`config.mk`:
```
export PLATFORM = sky130hd
export DESIGN_NAME = key_stage_accumulator
export DESIGN_NICKNAME = d
export VERILOG_FILES = /design/src/rtl/key_stage_pkg.sv /design/src/rtl/key_debounce.sv /design/src/rtl/key_stage_accumulator.sv
export SDC_FILE = /design/constraint.sdc
export NUM_CORES = 1
export LEC_CHECK = 0
export CORE_MARGIN = 10
export CORE_UTILIZATION = 34
export CTS_BUF_LIST = sky130_fd_sc_hd__clkbuf_4
export DETAILED_ROUTE_END_ITERATION = 7
export SLEW_MARGIN = 5
export SYNTH_ARGS = -nofsm -noshare
export SYNTH_HDL_FRONTEND = slang
export SYNTH_SLANG_ARGS = --single-unit
```
`constraint.sdc`:
```
create_clock -name CLOCK_50 -period 6.6 [get_ports CLOCK_50]
set_input_delay 0.66 -clock CLOCK_50 [delete_from_list [all_inputs] [get_ports CLOCK_50]]
set_output_delay 0.66 -clock CLOCK_50 [all_outputs]
set_load 0.01 [all_outputs]
```
`src/rtl/key_stage_pkg.sv`:
```
// rtl/key_stage_pkg.sv - shared state encodings and combine-mode constants
// Purpose: state numbering helpers for the stage sequencer and the MODE encoding.
// Ports: none (package).
package key_stage_pkg;

  // Counting stages occupy codes 0..NUM_CH-1; COMPUTE and SHOW follow them.
  localparam int ST_COUNT_BASE = 0;

  function automatic int st_compute(input int num_ch);
    return ST_COUNT_BASE + num_ch;
  endfunction

  function automatic int st_show(input int num_ch);
    return ST_COUNT_BASE + num_ch + 1;
  endfunction

  function automatic int state_w(input int num_ch);
    return $clog2(num_ch + 2);
  endfunction

  typedef enum logic [1:0] {
    MODE_MUL = 2'd0,
    MODE_SUM = 2'd1,
    MODE_MAX = 2'd2,
    MODE_XOR = 2'd3
  } mode_e;

endpackage

```
`src/rtl/key_debounce.sv`:
```
// rtl/key_debounce.sv - synchroniser, debouncer and press detector for one key
// Purpose: turns a raw active-low button into a one-cycle press pulse.
// Ports:
//   CLOCK_50    in  clock
//   RESET       in  synchronous active-high reset
//   key_n       in  raw asynchronous active-low key
//   press_pulse out one-cycle pulse on an accepted 1-to-0 transition
module key_debounce #(
  parameter int DEBOUNCE_CYCLES = 500000
) (
  input  logic CLOCK_50,
  input  logic RESET,
  input  logic key_n,
  output logic press_pulse
);

  localparam int CW = $clog2(DEBOUNCE_CYCLES + 1);
  localparam logic [CW-1:0] RELOAD = CW'(DEBOUNCE_CYCLES - 1);

  logic          sync_1;
  logic          sync_2;
  logic          level;
  logic          armed;
  logic [CW-1:0] cnt;

  // The synchroniser resets to 0 ("possibly pressed") and the debouncer stays
  // disarmed until it sees a released sample, so a key held through reset
  // never produces a pulse until it has been released and pressed again.
  always_ff @(posedge CLOCK_50) begin
    if (RESET) begin
      sync_1      <= 1'b0;
      sync_2      <= 1'b0;
      level       <= 1'b1;
      armed       <= 1'b0;
      cnt         <= RELOAD;
      press_pulse <= 1'b0;
    end else begin
      sync_1      <= key_n;
      sync_2      <= sync_1;
      press_pulse <= 1'b0;
      if (!armed) begin
        armed <= sync_2;
        cnt   <= RELOAD;
      end else if (sync_2 == level) begin
        cnt <= RELOAD;
      end else if (cnt == '0) begin
        level       <= sync_2;
        cnt         <= RELOAD;
        press_pulse <= ~sync_2;
      end else begin
        cnt <= cnt - CW'(1);
      end
    end
  end

endmodule

```
`src/rtl/key_stage_accumulator.sv`:
```
// rtl/key_stage_accumulator.sv - key-driven stage sequencer with counter combine
// Purpose: KEY[0] steps through NUM_CH counting stages, a COMPUTE phase and a
// SHOW phase; KEY[1] counts in the active stage or clears all counters in SHOW.
// Ports:
//   CLOCK_50 in  clock
//   RESET    in  synchronous active-high reset
//   KEY      in  raw active-low keys, [0] = step, [1] = count/clear
//   MODE     in  combine mode (product, sum, max, xor)
//   LED      out registered display
//   BUSY     out high while computing
module key_stage_accumulator
  import key_stage_pkg::*;
#(
  parameter int NUM_CH          = 2,
  parameter int CNT_W           = 8,
  parameter int LED_W           = 8,
  parameter int DEBOUNCE_CYCLES = 500000
) (
  input  logic             CLOCK_50,
  input  logic             RESET,
  input  logic [1:0]       KEY,
  input  logic [1:0]       MODE,
  output logic [LED_W-1:0] LED,
  output logic             BUSY
);

  localparam int SW = state_w(NUM_CH);
  localparam logic [SW-1:0] S_COUNT0  = SW'(ST_COUNT_BASE);
  localparam logic [SW-1:0] S_COMPUTE = SW'(st_compute(NUM_CH));
  localparam logic [SW-1:0] S_SHOW    = SW'(st_show(NUM_CH));
  localparam logic [SW-1:0] LAST_IDX  = SW'(NUM_CH - 1);

  logic             step_p;
  logic             count_p;
  logic [SW-1:0]    state;
  logic [SW-1:0]    state_next;
  logic [SW-1:0]    idx;
  logic [CNT_W-1:0] cnt [NUM_CH];
  logic [CNT_W-1:0] sel_cnt;
  logic [LED_W-1:0] operand;
  logic [LED_W-1:0] acc;
  logic [LED_W-1:0] fold;
  logic [LED_W-1:0] led_next;
  mode_e            mode_q;
  logic             is_count;

  key_debounce #(.DEBOUNCE_CYCLES(DEBOUNCE_CYCLES)) u_step_key (
    .CLOCK_50    (CLOCK_50),
    .RESET       (RESET),
    .key_n       (KEY[0]),
    .press_pulse (step_p)
  );

  key_debounce #(.DEBOUNCE_CYCLES(DEBOUNCE_CYCLES)) u_count_key (
    .CLOCK_50    (CLOCK_50),
    .RESET       (RESET),
    .key_n       (KEY[1]),
    .press_pulse (count_p)
  );

  assign is_count = (state < S_COMPUTE);
  assign BUSY     = (state == S_COMPUTE);

  always_ff @(posedge CLOCK_50) begin
    if (RESET) state <= S_COUNT0;
    else       state <= state_next;
  end

  // COUNT_{NUM_CH-1} + 1 is exactly the COMPUTE code, so one increment covers
  // every counting-stage step.
  always_comb begin
    state_next = state;
    if (is_count) begin
      if (step_p) state_next = state + SW'(1);
    end else if (state == S_COMPUTE) begin
      if (idx == LAST_IDX) state_next = S_SHOW;
    end else begin
      if (step_p) state_next = S_COUNT0;
    end
  end

  always_comb begin
    sel_cnt = '0;
    for (int k = 0; k < NUM_CH; k++) begin
      if (idx == SW'(k)) sel_cnt = cnt[k];
    end
  end

  assign operand = LED_W'(sel_cnt);

  always_comb begin
    fold = acc;
    case (mode_q)
      MODE_MUL: fold = acc * operand;
      MODE_SUM: fold = acc + operand;
      MODE_MAX: fold = (acc > operand) ? acc : operand;
      MODE_XOR: fold = acc ^ operand;
      default:  fold = acc;
    endcase
  end

  always_comb begin
    led_next = LED;
    if (is_count)              led_next = ~({LED_W{1'b1}} << (int'(state) + 1));
    else if (state == S_SHOW)  led_next = acc;
  end

  always_ff @(posedge CLOCK_50) begin
    if (RESET) begin
      for (int k = 0; k < NUM_CH; k++) cnt[k] <= '0;
      acc    <= '0;
      mode_q <= MODE_MUL;
      idx    <= '0;
      LED    <= LED_W'(1);
    end else begin
      LED <= led_next;
      if (is_count) begin
        idx <= '0;
        for (int k = 0; k < NUM_CH; k++) begin
          if (count_p && state == SW'(k)) cnt[k] <= cnt[k] + CNT_W'(1);
        end
      end else if (state == S_COMPUTE) begin
        // First COMPUTE cycle loads cnt[0] and captures MODE; later cycles fold.
        if (idx == '0) begin
          acc    <= operand;
          mode_q <= mode_e'(MODE);
        end else begin
          acc <= fold;
        end
        idx <= idx + SW'(1);
      end else begin
        idx <= '0;
        if (count_p) begin
          for (int k = 0; k < NUM_CH; k++) cnt[k] <= '0;
        end
      end
    end
  end

endmodule
```
Yosys cells after proc, flatten, opt, wreduce, memory -nomap -nowiden
Memory sizes are Yosys's and may differ from the RTL's.
Index checks and enable logic that the tools add are counted.
{ "totals": {"word_cells": 110, "reg_bits": 70, "input_bits": 6, "ram_bits": 16, "n_memories": 1} }
{ "mem_list": {"columns": ["name", "words", "word_bits", "rd", "rd_clocked_by_memory_dff", "write_ports", "line_no", "rtl"], "rows": [
  ["cnt", 2, 8, 2, 0, 2, "key_stage_accumulator.sv:38", "logic [CNT_W-1:0] cnt [NUM_CH];"]
]} }
{ "classes": {"magnitude_cmp": 2, "multipliers": 1, "n_reduce_logical": 19, "shift": 1, "mux": 33, "addsub": 8, "bitwise": 16, "n_eq_ne": 12} }
{ "op_table": {"columns": ["operator", "n"], "rows": [
  ["two-way mux 8 bit", 10],
  ["zero test 19 bit", 2],
  ["subtractor 19 x 1 -> 19 bit (second input constant)", 2],
  ["one-hot mux 8 bit (4 select lines)", 1],
  ["two-way mux 1 bit", 17],
  ["adder 8 x 1 -> 8 bit (second input constant)", 2],
  ["OR reduction 4 bit", 4],
  ["AND reduction 3 bit", 5],
  ["two-way mux 2 bit", 5],
  ["inverter 1 bit", 10],
  ["adder 8 bit", 1],
  ["== test 2 bit (second input constant)", 4],
  ["greater-than comparator 8 bit", 1],
  ["multiplier 8 x 8 -> 8 bit", 1],
  ["inverter 8 bit", 1],
  ["left shift 8 x 3 -> 8 bit (first input constant)", 1],
  ["XOR 8 bit", 1],
  ["== test 2 x 1 -> 1 bit (second input constant)", 3],
  ["zero test 2 bit", 3],
  ["adder 2 x 1 -> 2 bit (second input constant)", 2],
  ["bitwise OR 1 bit", 4],
  ["nonzero test 2 bit", 2],
  ["adder 2 x 1 -> 3 bit (second input constant)", 1],
  ["!= test 3 x 1 -> 1 bit (second input constant)", 1],
  ["other kinds (6)", 8]
]} }

Logic depth before layout (Yosys ltp)
Gate-level depths: netlist of run 1.
{ "logic_depth": {"depth_word": 8, "depth_mapped": 22, "mapped_depth_nobuf": 21} }

Hierarchy
From an unflattened synthesis of run 1, not the netlist that was laid out.
{ "hier_totals": {"cells_unflattened": 646, "hier_area_um2": 5559.1} }
{ "modules_own_cells": {"columns": ["mod", "cells_each", "area_per_inst_um2", "n_inst"], "rows": [
  ["key_stage_accumulator", 422, 3532.1, 1],
  ["key_debounce", 112, 1013.5, 2]
]} }

Worst setup path after synthesis of run 1
Ideal clock, no wire load.
{ "synth_path": {"path_kind": "register to register", "start": "register idx[1]", "end": "register acc[7]", "synth_period_minus_slack_ns": 4.799, "stages_incl_launch_ff": 20, "slack_ns": 1.801, "t_required_ns": 6.526, "arrival_ns": 4.725, "path_buffers": 1, "path_cell_list": "dfxtp_1 inv_1 ha_1 buf_6 o21ai_1 ha_1 inv_1 fa_1 inv_1 ha_1 fa_1 inv_1 fa_1 xor2_1 xnor2_1 xnor2_1 xnor3_1 xor3_1 or3_1 a31oi_1"} }
{ "synth_via": {"elab_chain_len": 6, "word_cells_on_any_way": 13} }
{ "synth_rtl": {"columns": ["item", "line_no", "rtl"], "rows": [
  ["start, declared", "key_stage_accumulator.sv:37", "logic [SW-1:0] idx;"],
  ["start signal, assigned", "key_stage_accumulator.sv:130", "idx <= idx + SW'(1);"],
  ["zero test 2 bit", "key_stage_accumulator.sv:85, key_stage_accumulator.sv:124", null],
  ["two-way mux 8 bit (2 in a row)", "key_stage_accumulator.sv:85", "if (idx == SW'(k)) sel_cnt = cnt[k];"],
  ["multiplier 8 x 8 -> 8 bit (tied with other cells)", "key_stage_accumulator.sv:94", "MODE_MUL: fold = acc * operand;"],
  ["one-hot mux 8 bit (4 select lines) / != test 3 bit (equally long branches)", null, null],
  ["two-way mux 8 bit / AND reduction 3 bit (equally long branches)", null, null],
  ["end signal, assigned", "key_stage_accumulator.sv:125", "acc <= operand;"],
  ["end signal, assigned", "key_stage_accumulator.sv:128", "acc <= fold;"],
  ["end, declared", "key_stage_accumulator.sv:41", "logic [LED_W-1:0] acc;"]
]} }
Several ways; a longest one is shown, not always the timed one. The select of a mux whose other input is x is not followed.
A chain may end at the register's enable or synchronous reset.

Worst setup path after layout of run 1
{ "layout_path": {"start": "register idx[0]", "end": "register acc[7]"} }
Same word-level chain as after synthesis.

==> results of run 1 <==
[per-stage QoR]
stage / instance area [sq um] / power [mW]
2_1_floorplan: 5399 / 0.5770
3_3_place_gp: 5746 / 0.5875
3_5_place_dp: 5746 / 0.5881
4_1_cts: 5881 / 0.8896
5_1_grt: 5881 / 0.9162
6_report: 5881 / 0.8771
[sequential cells by signal, summed over array words and instances, names as in the netlist]
register,flops
u_count_key.armed,1
u_step_key.sync_1,1
idx,2
u_count_key.sync_2,1
mode_q,2
acc,8
u_step_key.level,1
cnt,16
u_count_key.press_pulse,1
state,2
u_step_key.press_pulse,1
u_count_key.cnt,19
u_step_key.cnt,19
u_step_key.sync_2,1
LED,8
u_count_key.level,1
u_count_key.sync_1,1
u_step_key.armed,1
[worst max-delay path by stage]
stage | to | slack [ns] | depth (start not counted) | startpoint
detailed placement | acc[7] | 1.39 | 18 | idx[0]
global route | acc[7] | 0.96 | 20 | idx[0]
finish | acc[7] | 1.37 | 18 | idx[0]
CTS | acc[7] | 1.34 | 18 | idx[0]
global placement | acc[7] | 1.55 | 20 | idx[0]
floorplan | acc[7] | 1.80 | 19 | idx[1]
[cells in the mapped netlist (9+ instances only)]
| library cell | n |
|---|---|
| sky130_fd_sc_hd__nand3_1 | 18 |
| sky130_fd_sc_hd__edfxtp_1 | 16 |
| sky130_fd_sc_hd__and3_1 | 9 |
| sky130_fd_sc_hd__nor2b_1 | 10 |
| sky130_fd_sc_hd__a21oi_1 | 30 |
| sky130_fd_sc_hd__clkbuf_1 | 13 |
| sky130_fd_sc_hd__nor2_1 | 91 |
| sky130_fd_sc_hd__ha_1 | 42 |
| sky130_fd_sc_hd__dfxtp_1 | 70 |
| sky130_fd_sc_hd__fa_1 | 13 |
| sky130_fd_sc_hd__mux2i_1 | 10 |
| sky130_fd_sc_hd__nand2b_1 | 13 |
| sky130_fd_sc_hd__o21ai_0 | 14 |
| sky130_fd_sc_hd__xor2_1 | 25 |
| sky130_fd_sc_hd__nand2_1 | 68 |
| sky130_fd_sc_hd__nor3_1 | 22 |
| sky130_fd_sc_hd__xnor2_1 | 30 |
| sky130_fd_sc_hd__inv_1 | 61 |
[metal layers]
metal | wire [microns] | vias to the layer above
li1 | - | 2125
met1 | 5709 | 1986
met2 | 5439 | 81
met3 | 651 | 14
met4 | 138 | 0
met5 | 0 | -
[worst reg2reg max path: stages, from the launching register on]
cell and delay, ns:
sky130_fd_sc_hd__dfxtp_1 0.38, sky130_fd_sc_hd__ha_1 0.49, sky130_fd_sc_hd__nand2_1 0.10, sky130_fd_sc_hd__o21ai_1 0.22
sky130_fd_sc_hd__ha_1 0.25, sky130_fd_sc_hd__inv_1 0.10, sky130_fd_sc_hd__fa_1 0.51, sky130_fd_sc_hd__inv_1 0.04
sky130_fd_sc_hd__ha_1 0.29, sky130_fd_sc_hd__fa_1 0.54, sky130_fd_sc_hd__inv_1 0.05, sky130_fd_sc_hd__fa_1 0.43
sky130_fd_sc_hd__xor2_1 0.16, sky130_fd_sc_hd__xnor2_1 0.18, sky130_fd_sc_hd__xnor2_1 0.15, sky130_fd_sc_hd__xnor3_1 0.41
sky130_fd_sc_hd__xor3_1 0.38, sky130_fd_sc_hd__or3_1 0.32, sky130_fd_sc_hd__a31oi_1 0.16
[cells by family after synthesis]
logic type / synth area share (%)
and+or+nand+nor: 22.29
buffers and inverters: 5.701
muxes: 1.854
adders and majority gates: 14.55
AOI/OAI and AO/OA: 10.13
DFF: 34.86
xor gates and xnor gates: 10.61
[power groups by stage]
stage,Clock (mW),Sequential [mW],Combinational (mW)
after CTS,0.313,0.545,0.0321
after floorplan,0,0.554,0.0227
after global placement,0,0.556,0.0315
after global routing,0.335,0.546,0.0356
after detailed placement,0,0.556,0.0319
final,0.301,0.544,0.0320
[cell type report]
class	count	share of cell area, %
Multi-Input combinational cell	466	54.57
Sequential cell	86	32.00
Tap cell	216	4.596
Inverter	61	3.894
Timing Repair Buffer	16	2.638
Clock buffer	10	1.277
Clock inverter	6	1.021
==> metrics.md, run 1 <==
| Metric | Value |
|---|---|
| Result of the run | `complete, no violations` |
| Per-cell routed wire length | `13.87 microns` |
| Number of remaining DRC errors | `0` |
| Distinct cell type count of the synthesized netlist | `57` |
| Largest area contributor in the synthesized netlist | `sky130_fd_sc_hd__dfxtp_1` |
| Rows | `46` |
| Remaining global-route overflow | `0` |
| Sequential cell area fraction in the yosys report | `34.86%` |
| Via/cell ratio | `4.885` |
| Combined global-route utilization of all metal layers | `11.28%` |
| Clock power share | `34.3%` |
| Setup tns final | `0 ns` |
| Worst path max stage delay | `0.54 ns` |
| Clock root buffer master | `sky130_fd_sc_hd__clkbuf_4` |
| FF/Latch Area | `1882 sq um` |
| Hold Path End | `u_count_key.cnt[0]` |
| Highest-count cells in the layout ignoring fill and taps | `sky130_fd_sc_hd__nor2_1, sky130_fd_sc_hd__dfxtp_1, sky130_fd_sc_hd__nand2_1, sky130_fd_sc_hd__inv_1, sky130_fd_sc_hd__ha_1` |
| Kind of path behind the tightest hold check | `reg -> reg` |
| EDFF count, synth | `16` |
| Capturing element type of the critical path | `register` |
| Most common library cell in the layout ignoring fill and taps | `sky130_fd_sc_hd__nor2_1` |
| Avg Cell Area, Syn | `8.583 sq um` |
| Wire length of the first global-routing pass | `20250 microns` |
| Min Clock Period, post-route | `5.226 ns` |
| Type of origin of the critical path | `register` |
| Internal power | `0.6697 mW` |
| Core utilization of the finished layout | `37.43%` |
| Number of clock buffers inserted by TritonCTS | `9` |
| Buffer depth of the longest clock path | `2` |
| Synthesized Nets | `690` |
| Sw Share | `23.64%` |
| Gate family responsible for the most delay along the worst path | `adder cells` |
| Final worst path period share | `79.18%` |
| Pre-CTS setup slack | `1.386 ns` |
| Number of antenna violations at the first check in global routing | `0` |
| RSZ-0062 raised after global routing | `false` |
| Flop and latch count out of synthesis | `86` |
| Max H-tree Level | `3` |
| Layout cells sized above 1 | `4.186%` |
| Global Route met1 Usage | `15.00%` |
| Die outline height | `146.0 microns` |
| Synth warnings | `0` |
| DRT Wirelength | `11940 microns` |
| Cell leakage power | `2.354 nW` |
| HPWL Detailed | `9134 microns` |
| Combinational share of power | `3.7%` |
| Register clock-pin slew on the reported worst setup and hold paths | `0.13 ns` |
| Headroom to the max-slew limit | `34.42%` |
| Met3 usage | `2.812%` |
| Setup violations, final | `0` |
| Starting DRC count in detailed routing | `206` |
| Starting density of the core | `34.36%` |
| Max Clk Rate | `0.1914 GHz` |
| Depth of the most critical reg-to-reg path | `18` |
| Category of the critical setup timing path | `reg -> reg` |
| Start of the worst register-to-register path | `idx[0]` |
| First-pass DRT Iterations | `5` |
| Insertion delay to the later sink of the worst-skew pair | `0.45 ns` |
| Maximum number of pins on one net before global-route repair | `29` |
| RD Place Congestion | `0.9324` |
| Setup slack of the worst register-to-register path | `1.37 ns` |
| Count of buffering cells on the critical path with inverters included | `3` |
| Yosys top cell area share | `25.96%` |
| Post-layout worst setup margin | `1.374 ns` |
| Worst Hold Path Cells | `1` |
| Final antenna diode count | `0` |
| Biggest area contributors in the synthesized netlist | `sky130_fd_sc_hd__dfxtp_1, sky130_fd_sc_hd__ha_1, sky130_fd_sc_hd__edfxtp_1` |
| Antenna-violating nets left | `0` |
| Number of sinks handled by clock tree synthesis | `86` |
| Placed Cells incl. Taps | `845` |
| Area inside the core boundary | `15710 sq um` |
| Power per cell area | `149.1 nW/um^2` |
| Number of global-route vias before repair | `4108` |
| Growth of design area from synthesis to finish | `8.922%` |
| Total number of vias | `4206` |
| CP Cell Sequence | `ha_1 -> nand2_1 -> o21ai_1 -> ha_1 -> inv_1 -> fa_1 -> inv_1 -> ha_1 -> fa_1 -> inv_1 -> fa_1 -> xor2_1 -> xnor2_1 -> xnor2_1 -> xnor3_1 -> xor3_1 -> or3_1 -> a31oi_1` |
| Flip-flop cell with the highest count after synthesis | `sky130_fd_sc_hd__dfxtp_1` |
| Max-slew violation total from the final report | `0` |
| Post-cts repair resize count | `0` |
| Tightest Pin Transition | `0.9807 ns` |
| Count of endpoints failing hold in the final timing report | `0` |
| TritonCTS clock tree | `done` |
| Total I/O pin count | `15` |
| Global routing met2 resource utilization | `17.69%` |
| Final Skew | `0.01145 ns` |
| Non-filler instance count after layout | `861` |
| Standard cell with the maximum stage delay on the critical path | `sky130_fd_sc_hd__fa_1` |
| Total of buffers placed on input and output ports | `14` |
| Worst Min Path Start | `u_count_key.cnt[0]` |
| Cts-stage hold buffer count | `0` |
| Total of max-cap violations | `0` |
| Required time worst endpoint | `6.98 ns` |
| Maximum fanout encountered on the critical timing path | `16` |
| Net Sw Power | `0.2073 mW` |
| Portion of total power attributed to sequential cells | `62.1%` |
| Data arrival time of the critical path | `5.61 ns` |
| Destination of the worst register-to-register timing path | `acc[7]` |
| Maximum vdd ir drop | `0.1158 mV` |
| Busiest metal layer after global routing | `met2` |
| Fin Hold WS | `0.4136 ns` |
| Total standard cell area after synthesis | `5399 sq um` |
| Fill cell instance count of the final layout | `1587` |
| Die X-Extent | `146.0 microns` |
| Overall die area | `21320 sq um` |
| Net count reported at finish | `701` |
| Cells after Synth | `629` |
| Async S/R FF share, synth | `0%` |
| Setup repair bufs after CTS | `0` |
| Area occupied by multi-input gates | `3209 sq um` |
Power figures use the tool's default switching activity.
==> run 2, diff against run 1 <==
==> constraint.sdc (replaced) <==
create_clock -name CLOCK_50 -period 4.44 [get_ports CLOCK_50]
set_input_delay 0.444 -clock CLOCK_50 [delete_from_list [all_inputs] [get_ports CLOCK_50]]
set_output_delay 0.444 -clock CLOCK_50 [all_outputs]
set_load 0.01 [all_outputs]
==> run 2 against run 1 <==
The run now ends with negative setup slack left. Combinational power increased by 91%. Sequential power increased by 49%. Count of clock-buffer cells in the layout unchanged. Via count increased by 5.8%. Final cell count increased by 4.8%. Core utilization increased by 3.3 points. Sequential share of layout area decreased by 2.6 points. Highest routed layer unchanged.
==> metrics.md, run 2 (synthesized netlist as in run 1, its figures left out) <==
| Metric | Value |
|---|---|
| Tightest Pin Transition | `0.8857 ns (-0.09493 ns)` |
| Die outline height | `146.0 microns (unchanged)` |
| Kind of path behind the tightest hold check | `reg -> reg` |
| Total I/O pin count | `15 (unchanged)` |
| Buffer depth of the longest clock path | `2 (unchanged)` |
| Sw Share | `25.62% (+2.0 points)` |
| Pre-CTS setup slack | `-0.2262 ns (-1.612 ns)` |
| Category of the critical setup timing path | `reg -> reg` |
| Most common cell on crit path | `sky130_fd_sc_hd__inv_1` |
| Max H-tree Level | `3 (unchanged)` |
| Insertion delay to the later sink of the worst-skew pair | `0.45 ns (about the same)` |
| Final Skew | `0.02613 ns (+0.01468 ns)` |
| Number of sinks handled by clock tree synthesis | `86 (unchanged)` |
| Power per cell area | `199.6 nW/um^2 (+34%)` |
| Largest registers ranked by flip-flop count | `u_count_key.cnt x19, u_step_key.cnt x19, cnt x16` |
| Type of origin of the critical path | `register` |
| Capturing element type of the critical path | `register` |
| Per-cell routed wire length | `14.18 microns (+2.3%)` |
| Maximum number of pins on one net before global-route repair | `27 (-6.9%)` |
| Standard cell with the maximum stage delay on the critical path | `sky130_fd_sc_hd__fa_1` |
| Clock root buffer master | `sky130_fd_sc_hd__clkbuf_4` |
| Net count reported at finish | `742 (+5.8%)` |
| Net Sw Power | `0.3272 mW (+58%)` |
| CP Cell Sequence | `buf_6 -> ha_4 -> buf_12 -> and2_4 -> a31oi_4 -> inv_2 -> ha_4 -> ha_1 -> ha_1 -> inv_1 -> fa_1 -> inv_1 -> ha_2 -> inv_1 -> fa_2 -> buf_4 -> buf_6 -> xnor2_4 -> nor3_1 -> a21oi_1 -> nor2_1 -> a221oi_1 -> mux2i_1 -> a311oi_2` |
| Placed Cells incl. Taps | `880 (+4.1%)` |
| Via/cell ratio | `4.932 (+0.97%)` |
| Post-layout worst setup margin | `-0.1150 ns (-1.489 ns)` |
| Combined global-route utilization of all metal layers | `11.75% (+0.47 points)` |
| Count of endpoints failing hold in the final timing report | `0 (unchanged)` |
| Number of global-route vias before repair | `4307 (+4.8%)` |
| First-pass DRT Iterations | `4 (-1)` |
| Cell leakage power | `2.596 nW (+10%)` |
| Worst path max stage delay | `0.40 ns (-0.14 ns)` |
| Growth of design area from synthesis to finish | `18.52%` |
| Required time worst endpoint | `4.79 ns (-2.19 ns)` |
| Maximum fanout encountered on the critical timing path | `8 (-8)` |
| HPWL Detailed | `9688 microns (+6.1%)` |
| Most common library cell in the layout ignoring fill and taps | `sky130_fd_sc_hd__nor2_1` |
| Highest-count cells in the layout ignoring fill and taps | `sky130_fd_sc_hd__nor2_1, sky130_fd_sc_hd__dfxtp_1, sky130_fd_sc_hd__nand2_1, sky130_fd_sc_hd__inv_1, sky130_fd_sc_hd__buf_4` |
| Max Clk Rate | `0.2195 GHz (+15%)` |
| Starting DRC count in detailed routing | `294 (+43%)` |
| Total of max-cap violations | `0 (unchanged)` |
| Core utilization of the finished layout | `40.72% (+3.3 points)` |
| Headroom to the max-slew limit | `40.87% (+6.5 points)` |
| Total of buffers placed on input and output ports | `14 (unchanged)` |
| Overall die area | `21320 sq um (unchanged)` |
| Result of the run | `complete, but fails checks` |
| RSZ-0062 raised after global routing | `true` |
| Die X-Extent | `146.0 microns (unchanged)` |
| Total number of vias | `4449 (+5.8%)` |
| Cts-stage hold buffer count | `0 (unchanged)` |
| Clock power share | `31.9% (-2.4 points)` |
| Max-slew violation total from the final report | `0 (unchanged)` |
| DRT Wirelength | `12790 microns (+7.1%)` |
| Starting density of the core | `34.36% (unchanged)` |
| Remaining global-route overflow | `0 (unchanged)` |
| Number of remaining DRC errors | `0 (unchanged)` |
| RD Place Congestion | `0.9325 (about the same)` |
| Area inside the core boundary | `15710 sq um (unchanged)` |
| TritonCTS clock tree | `done` |
| Data arrival time of the critical path | `4.91 ns (-0.70 ns)` |
| Internal power | `0.9499 mW (+42%)` |
| Number of clock buffers inserted by TritonCTS | `9 (unchanged)` |
| Min Clock Period, post-route | `4.555 ns (-0.6706 ns)` |
| Layout cells sized above 1 | `15.31% (+11 points)` |
| Antenna-violating nets left | `0 (unchanged)` |
| Final worst path period share | `102.6% (+23 points)` |
| Register clock-pin slew on the reported worst setup and hold paths | `0.14 ns (about the same)` |
| Non-filler instance count after layout | `902 (+4.8%)` |
| Violations in the final reports | `negative setup slack` |
| Rows | `46 (unchanged)` |
| Maximum vdd ir drop | `0.1754 mV (+51%)` |
| Wire length of the first global-routing pass | `21080 microns (+4.1%)` |
| Portion of total power attributed to sequential cells | `63.4% (+1.3 points)` |
| Combinational share of power | `4.8% (+1.1 points)` |
| Number of antenna violations at the first check in global routing | `0 (unchanged)` |
| Final antenna diode count | `0 (unchanged)` |
| Setup violations, final | `2 (+2)` |
-- run 2: cell types whose count changed in the layout (fill, tap and decap cells not counted), moves of 3 or more --
cell,previous run,this run
sky130_fd_sc_hd__inv_2,0,7
sky130_fd_sc_hd__buf_4,2,39
sky130_fd_sc_hd__ha_1,42,33
sky130_fd_sc_hd__ha_4,0,6
sky130_fd_sc_hd__ha_2,0,3
sky130_fd_sc_hd__inv_1,61,54
sky130_fd_sc_hd__nand2_1,68,60
sky130_fd_sc_hd__buf_6,0,3
sky130_fd_sc_hd__o21ai_4,0,3
sky130_fd_sc_hd__nand2_4,0,4
sky130_fd_sc_hd__nand2_2,0,4
-- run 2: area by class of cell --
type | count | area (sq um)
tap | 216 | 270.3
clock inverter | 6 | 38.79
sequential | 86 | 1883
timing repair buffer | 57 | 486.7
multi-input combinational | 466 | 3416
fill | 1566 | 9314
clock buffer | 10 | 75.07
inverter | 61 | 229.0
-- run 2: power groups by stage --
stage                     logic, mW  registers, mW  clock network [mW]
after global placement       0.0577          0.826                   0
after global routing         0.0674          0.811               0.450
final                        0.0612          0.809               0.407
after CTS                    0.0601          0.809               0.417
after detailed placement     0.0585          0.826                   0
after floorplan              0.0353          0.824                   0
-- run 2: path summary, 6_finish.rpt --
kind	from	endpoint	slack, ns	depth (start not counted)
setup reg to reg	idx[0]	acc[5]	-0.12	24
hold / removal	u_count_key.cnt[0]	u_count_key.cnt[0]	0.41	1
hold reg to reg	u_count_key.cnt[0]	u_count_key.cnt[0]	0.41	1
setup / recovery	idx[0]	acc[5]	-0.12	24
-- run 2: worst max-delay path: cells and delay by family, from the launching register on --
kind | cells | cell delay, ns
DFF | 1 | 0.36
AOI/OAI and AO/OA | 4 | 0.88
buffers and inverters | 8 | 0.80
and+or+nand+nor | 3 | 0.29
xor gates and xnor gates | 1 | 0.19
muxes | 1 | 0.14
adders and majority gates | 7 | 1.83
-- run 2: what timing repair did --
| action | 4_1_cts | 5_1_grt |
|---|---|---|
| buffers inserted | 4 | 2 |
| cloned | 0 | 0 |
| endpoints found under the setup margin | 3 | 3 |
| resized for setup | 23 | 6 |
| pin swaps | 8 | 6 |
-- run 2: per-stage QoR --
step	hold WS, ns	instance area, sq um	setup TNS, ns	power (mW)
final	0.4057	6399	-0.2075	1.277
after global routing	0.4341	6399	-0.7185	1.328
after CTS	0.4103	6350	-0.1145	1.286
after detailed placement	0.3764	6116	-0.4848	0.8845
after global placement	0.3752	6116	-0.2622	0.8834
after floorplan	0.3656	5498	-0.01824	0.8597
-- run 2: metal layers --
layer  track usage [%]  vias up  part of all wire [%]
li1                  -     2203                     -
met1             15.78     2142                    48
met2             18.85       89                    46
met3             2.009       15                   4.3
met4             3.654        0                   1.4
met5                 0        -                     0
==> run 3, diff against run 2 <==
--- a/config.mk
+++ b/config.mk
@@ -9,6 +9,7 @@
 export CORE_UTILIZATION = 34
 export CTS_BUF_LIST = sky130_fd_sc_hd__clkbuf_4
 export DETAILED_ROUTE_END_ITERATION = 7
+export GPL_TIMING_DRIVEN = 0
 export SLEW_MARGIN = 5
 export SYNTH_ARGS = -nofsm -noshare
 export SYNTH_HDL_FRONTEND = slang
==> run 3 against run 2 <==
The flow still finishes with violations (negative setup slack). Core utilization is 0.62 points lower. Via count down 1.1%. Critical path depth down 2. Final cell count is 1.6% lower. Power rose by 7.7%. Combinational power shrank 5.4%. Clock power is 25% higher. Maximum frequency fell by 4.8%. Largest cell class unchanged. Largest power group unchanged. Highest routed layer unchanged.
==> metrics.md, run 3 (synthesized netlist as in run 1, its figures left out) <==
| Metric | Value |
|---|---|
| Overall die area | `21320 sq um (unchanged)` |
| Number of global-route vias before repair | `4330 (+0.53%)` |
| Per-cell routed wire length | `14.43 microns (+1.8%)` |
| Insertion delay to the later sink of the worst-skew pair | `0.44 ns (about the same)` |
| Kind of path behind the tightest hold check | `in -> reg` |
| Via/cell ratio | `4.955 (+0.46%)` |
| Total of buffers placed on input and output ports | `13 (-1)` |
| Core utilization of the finished layout | `40.10% (-0.62 points)` |
| Net Sw Power | `0.3164 mW (-3.3%)` |
| Final antenna diode count | `0 (unchanged)` |
| Die X-Extent | `146.0 microns (unchanged)` |
| Maximum number of pins on one net before global-route repair | `15 (-44%)` |
| Starting density of the core | `34.36% (unchanged)` |
| Area inside the core boundary | `15710 sq um (unchanged)` |
| Register clock-pin slew on the reported worst setup and hold paths | `0.14 ns (about the same)` |
| Net count reported at finish | `729 (-1.8%)` |
| Max Clk Rate | `0.2089 GHz (-4.8%)` |
| Number of sinks handled by clock tree synthesis | `86 (unchanged)` |
| Antenna-violating nets left | `0 (unchanged)` |
| Growth of design area from synthesis to finish | `16.71%` |
| Data arrival time of the critical path | `5.16 ns (+0.25 ns)` |
| Post-place instance area | `5898 sq um (-3.6%)` |
| Die outline height | `146.0 microns (unchanged)` |
| Starting DRC count in detailed routing | `301 (+2.4%)` |
| Category of the critical setup timing path | `reg -> reg` |
| Internal power | `1.059 mW (+11%)` |
| TritonCTS clock tree | `done` |
| Total I/O pin count | `15 (unchanged)` |
| Power per cell area | `218.2 nW/um^2 (+9.3%)` |
| Clock power share | `37.0% (+5.1 points)` |
| Fin Hold WS | `0.3662 ns (-0.03945 ns)` |
| Fill cell instance count of the final layout | `1557 (-0.57%)` |
| Type of origin of the critical path | `register` |
| Min Clock Period, post-route | `4.786 ns (+0.2312 ns)` |
| Number of clock buffers inserted by TritonCTS | `9 (unchanged)` |
| Total of max-cap violations | `0 (unchanged)` |
| Final worst path period share | `107.8% (+5.2 points)` |
| First-pass DRT Iterations | `7 (+3)` |
| Maximum vdd ir drop | `0.1882 mV (+7.3%)` |
| RSZ-0062 raised after global routing | `true` |
| Highest-count cells in the layout ignoring fill and taps | `sky130_fd_sc_hd__nor2_1, sky130_fd_sc_hd__dfxtp_1, sky130_fd_sc_hd__nand2_1, sky130_fd_sc_hd__inv_1, sky130_fd_sc_hd__ha_1` |
| Remaining global-route overflow | `0 (unchanged)` |
| Clock root buffer master | `sky130_fd_sc_hd__clkbuf_4` |
| Count of endpoints failing hold in the final timing report | `0 (unchanged)` |
| Final Skew | `0.01656 ns (-0.009571 ns)` |
| Portion of total power attributed to sequential cells | `58.8% (-4.6 points)` |
| Post-layout worst setup margin | `-0.3462 ns (-0.2312 ns)` |
| Most common library cell in the layout ignoring fill and taps | `sky130_fd_sc_hd__nor2_1` |
| Combinational share of power | `4.2% (-0.6 points)` |
| Buffer depth of the longest clock path | `2 (unchanged)` |
| Placed Cells incl. Taps | `858 (-2.5%)` |
| Max H-tree Level | `3 (unchanged)` |
| HPWL Detailed | `9550 microns (-1.4%)` |
| DRT Wirelength | `12820 microns (+0.23%)` |
| Violations in the final reports | `negative setup slack` |
| Sw Share | `23.01% (-2.6 points)` |
| Rows | `46 (unchanged)` |
| RD Place Congestion | `0.9193 (-1.4%)` |
| Largest registers ranked by flip-flop count | `u_count_key.cnt x19, u_step_key.cnt x19, cnt x16` |
| Fin area | `6301 sq um (-1.5%)` |
| Result of the run | `complete, but fails checks` |
| Headroom to the max-slew limit | `40.52% (-0.35 points)` |
| Cell leakage power | `2.492 nW (-4.0%)` |
| Capturing element type of the critical path | `register` |
| Combined global-route utilization of all metal layers | `11.87% (+0.12 points)` |
| Layout cells sized above 1 | `11.46% (-3.8 points)` |
| Number of antenna violations at the first check in global routing | `0 (unchanged)` |
| Non-filler instance count after layout | `888 (-1.6%)` |
| Total number of vias | `4400 (-1.1%)` |
| Wire length of the first global-routing pass | `21360 microns (+1.3%)` |
| Max-slew violation total from the final report | `0 (unchanged)` |
| Setup tns final | `-0.3462 ns (-0.1387 ns)` |
| Setup violations, final | `1 (-1)` |
| Number of remaining DRC errors | `0 (unchanged)` |
| Tightest Pin Transition | `0.8881 ns (+0.002353 ns)` |
| Required time worst endpoint | `4.81 ns (+0.02 ns)` |
| Maximum fanout encountered on the critical timing path | `5 (-3)` |
## run 3: what timing repair did
item | in CTS | in global routing
gates resized for setup | 10 | 22
hold buffers | 0 | 0
setup buffers | 8 | 7
pin swaps | 6 | 10
setup endpoints to repair | 3 | 4
## run 3: final timing paths
path                     startpoint                 end  slack, ns  cells past startpoint
hold reg to reg   u_step_key.cnt[0]   u_step_key.cnt[0]       0.41                      1
setup reg to reg             idx[0]              acc[7]      -0.35                     22
setup / recovery             idx[0]              acc[7]      -0.35                     22
hold / removal                RESET  u_count_key.sync_1       0.37                      2
## run 3: layout make-up
cell class | count | area (sq um) | area share (%)
clock buffers | 10 | 75.07 | 1.191
repair buffers | 28 | 270.3 | 4.289
well taps | 216 | 270.3 | 4.289
plain buffers | 16 | 90.09 | 1.430
flip-flops and latches | 86 | 1886 | 29.92
inverters | 61 | 231.5 | 3.674
clock inverters | 5 | 81.33 | 1.291
multi-input cells | 466 | 3397 | 53.91
## run 3: through the flow
step,total power [mW],setup slack [ns]
floorplan,0.8597,-0.01824
global placement,0.8773,-0.5634
detailed placement,0.8783,-0.6470
CTS,1.388,-0.4469
global route,1.424,-0.5685
finish,1.375,-0.3462
## run 3: power groups by stage
| stage | logic, mW | clock network (mW) | registers [mW] |
|---|---|---|---|
| 4_1_cts | 0.0549 | 0.523 | 0.809 |
| 5_1_grt | 0.0633 | 0.551 | 0.810 |
| 3_3_place_gp | 0.0510 | 0 | 0.826 |
| 3_5_place_dp | 0.0516 | 0 | 0.827 |
| 6_report | 0.0579 | 0.509 | 0.809 |
| 2_1_floorplan | 0.0353 | 0 | 0.824 |
## run 3: worst max-delay path, stage by stage (launching register included)
cell and delay [ns]:
sky130_fd_sc_hd__dfxtp_4 0.39, sky130_fd_sc_hd__inv_2 0.06, sky130_fd_sc_hd__ha_4 0.13, sky130_fd_sc_hd__buf_8 0.13, sky130_fd_sc_hd__nand2_4 0.06, sky130_fd_sc_hd__o21ai_4 0.20, sky130_fd_sc_hd__buf_6 0.15, sky130_fd_sc_hd__nand2_4 0.04
sky130_fd_sc_hd__fa_2 0.39, sky130_fd_sc_hd__fa_1 0.48, sky130_fd_sc_hd__inv_1 0.05, sky130_fd_sc_hd__fa_1 0.47, sky130_fd_sc_hd__inv_1 0.05, sky130_fd_sc_hd__fa_1 0.49, sky130_fd_sc_hd__inv_2 0.05, sky130_fd_sc_hd__ha_4 0.27
sky130_fd_sc_hd__nor2_2 0.04, sky130_fd_sc_hd__a21oi_2 0.18, sky130_fd_sc_hd__xor2_2 0.20, sky130_fd_sc_hd__xnor3_1 0.25, sky130_fd_sc_hd__xor3_1 0.22, sky130_fd_sc_hd__or3_1 0.32, sky130_fd_sc_hd__a31oi_1 0.13
## run 3: routing by layer
metal,vias up,global-route usage (%),part of all wire (%)
met4,0,3.303,0.81
met5,-,0,0
met3,9,2.194,4.6
met2,104,19.74,48
li1,2181,-,-
met1,2106,15.40,47
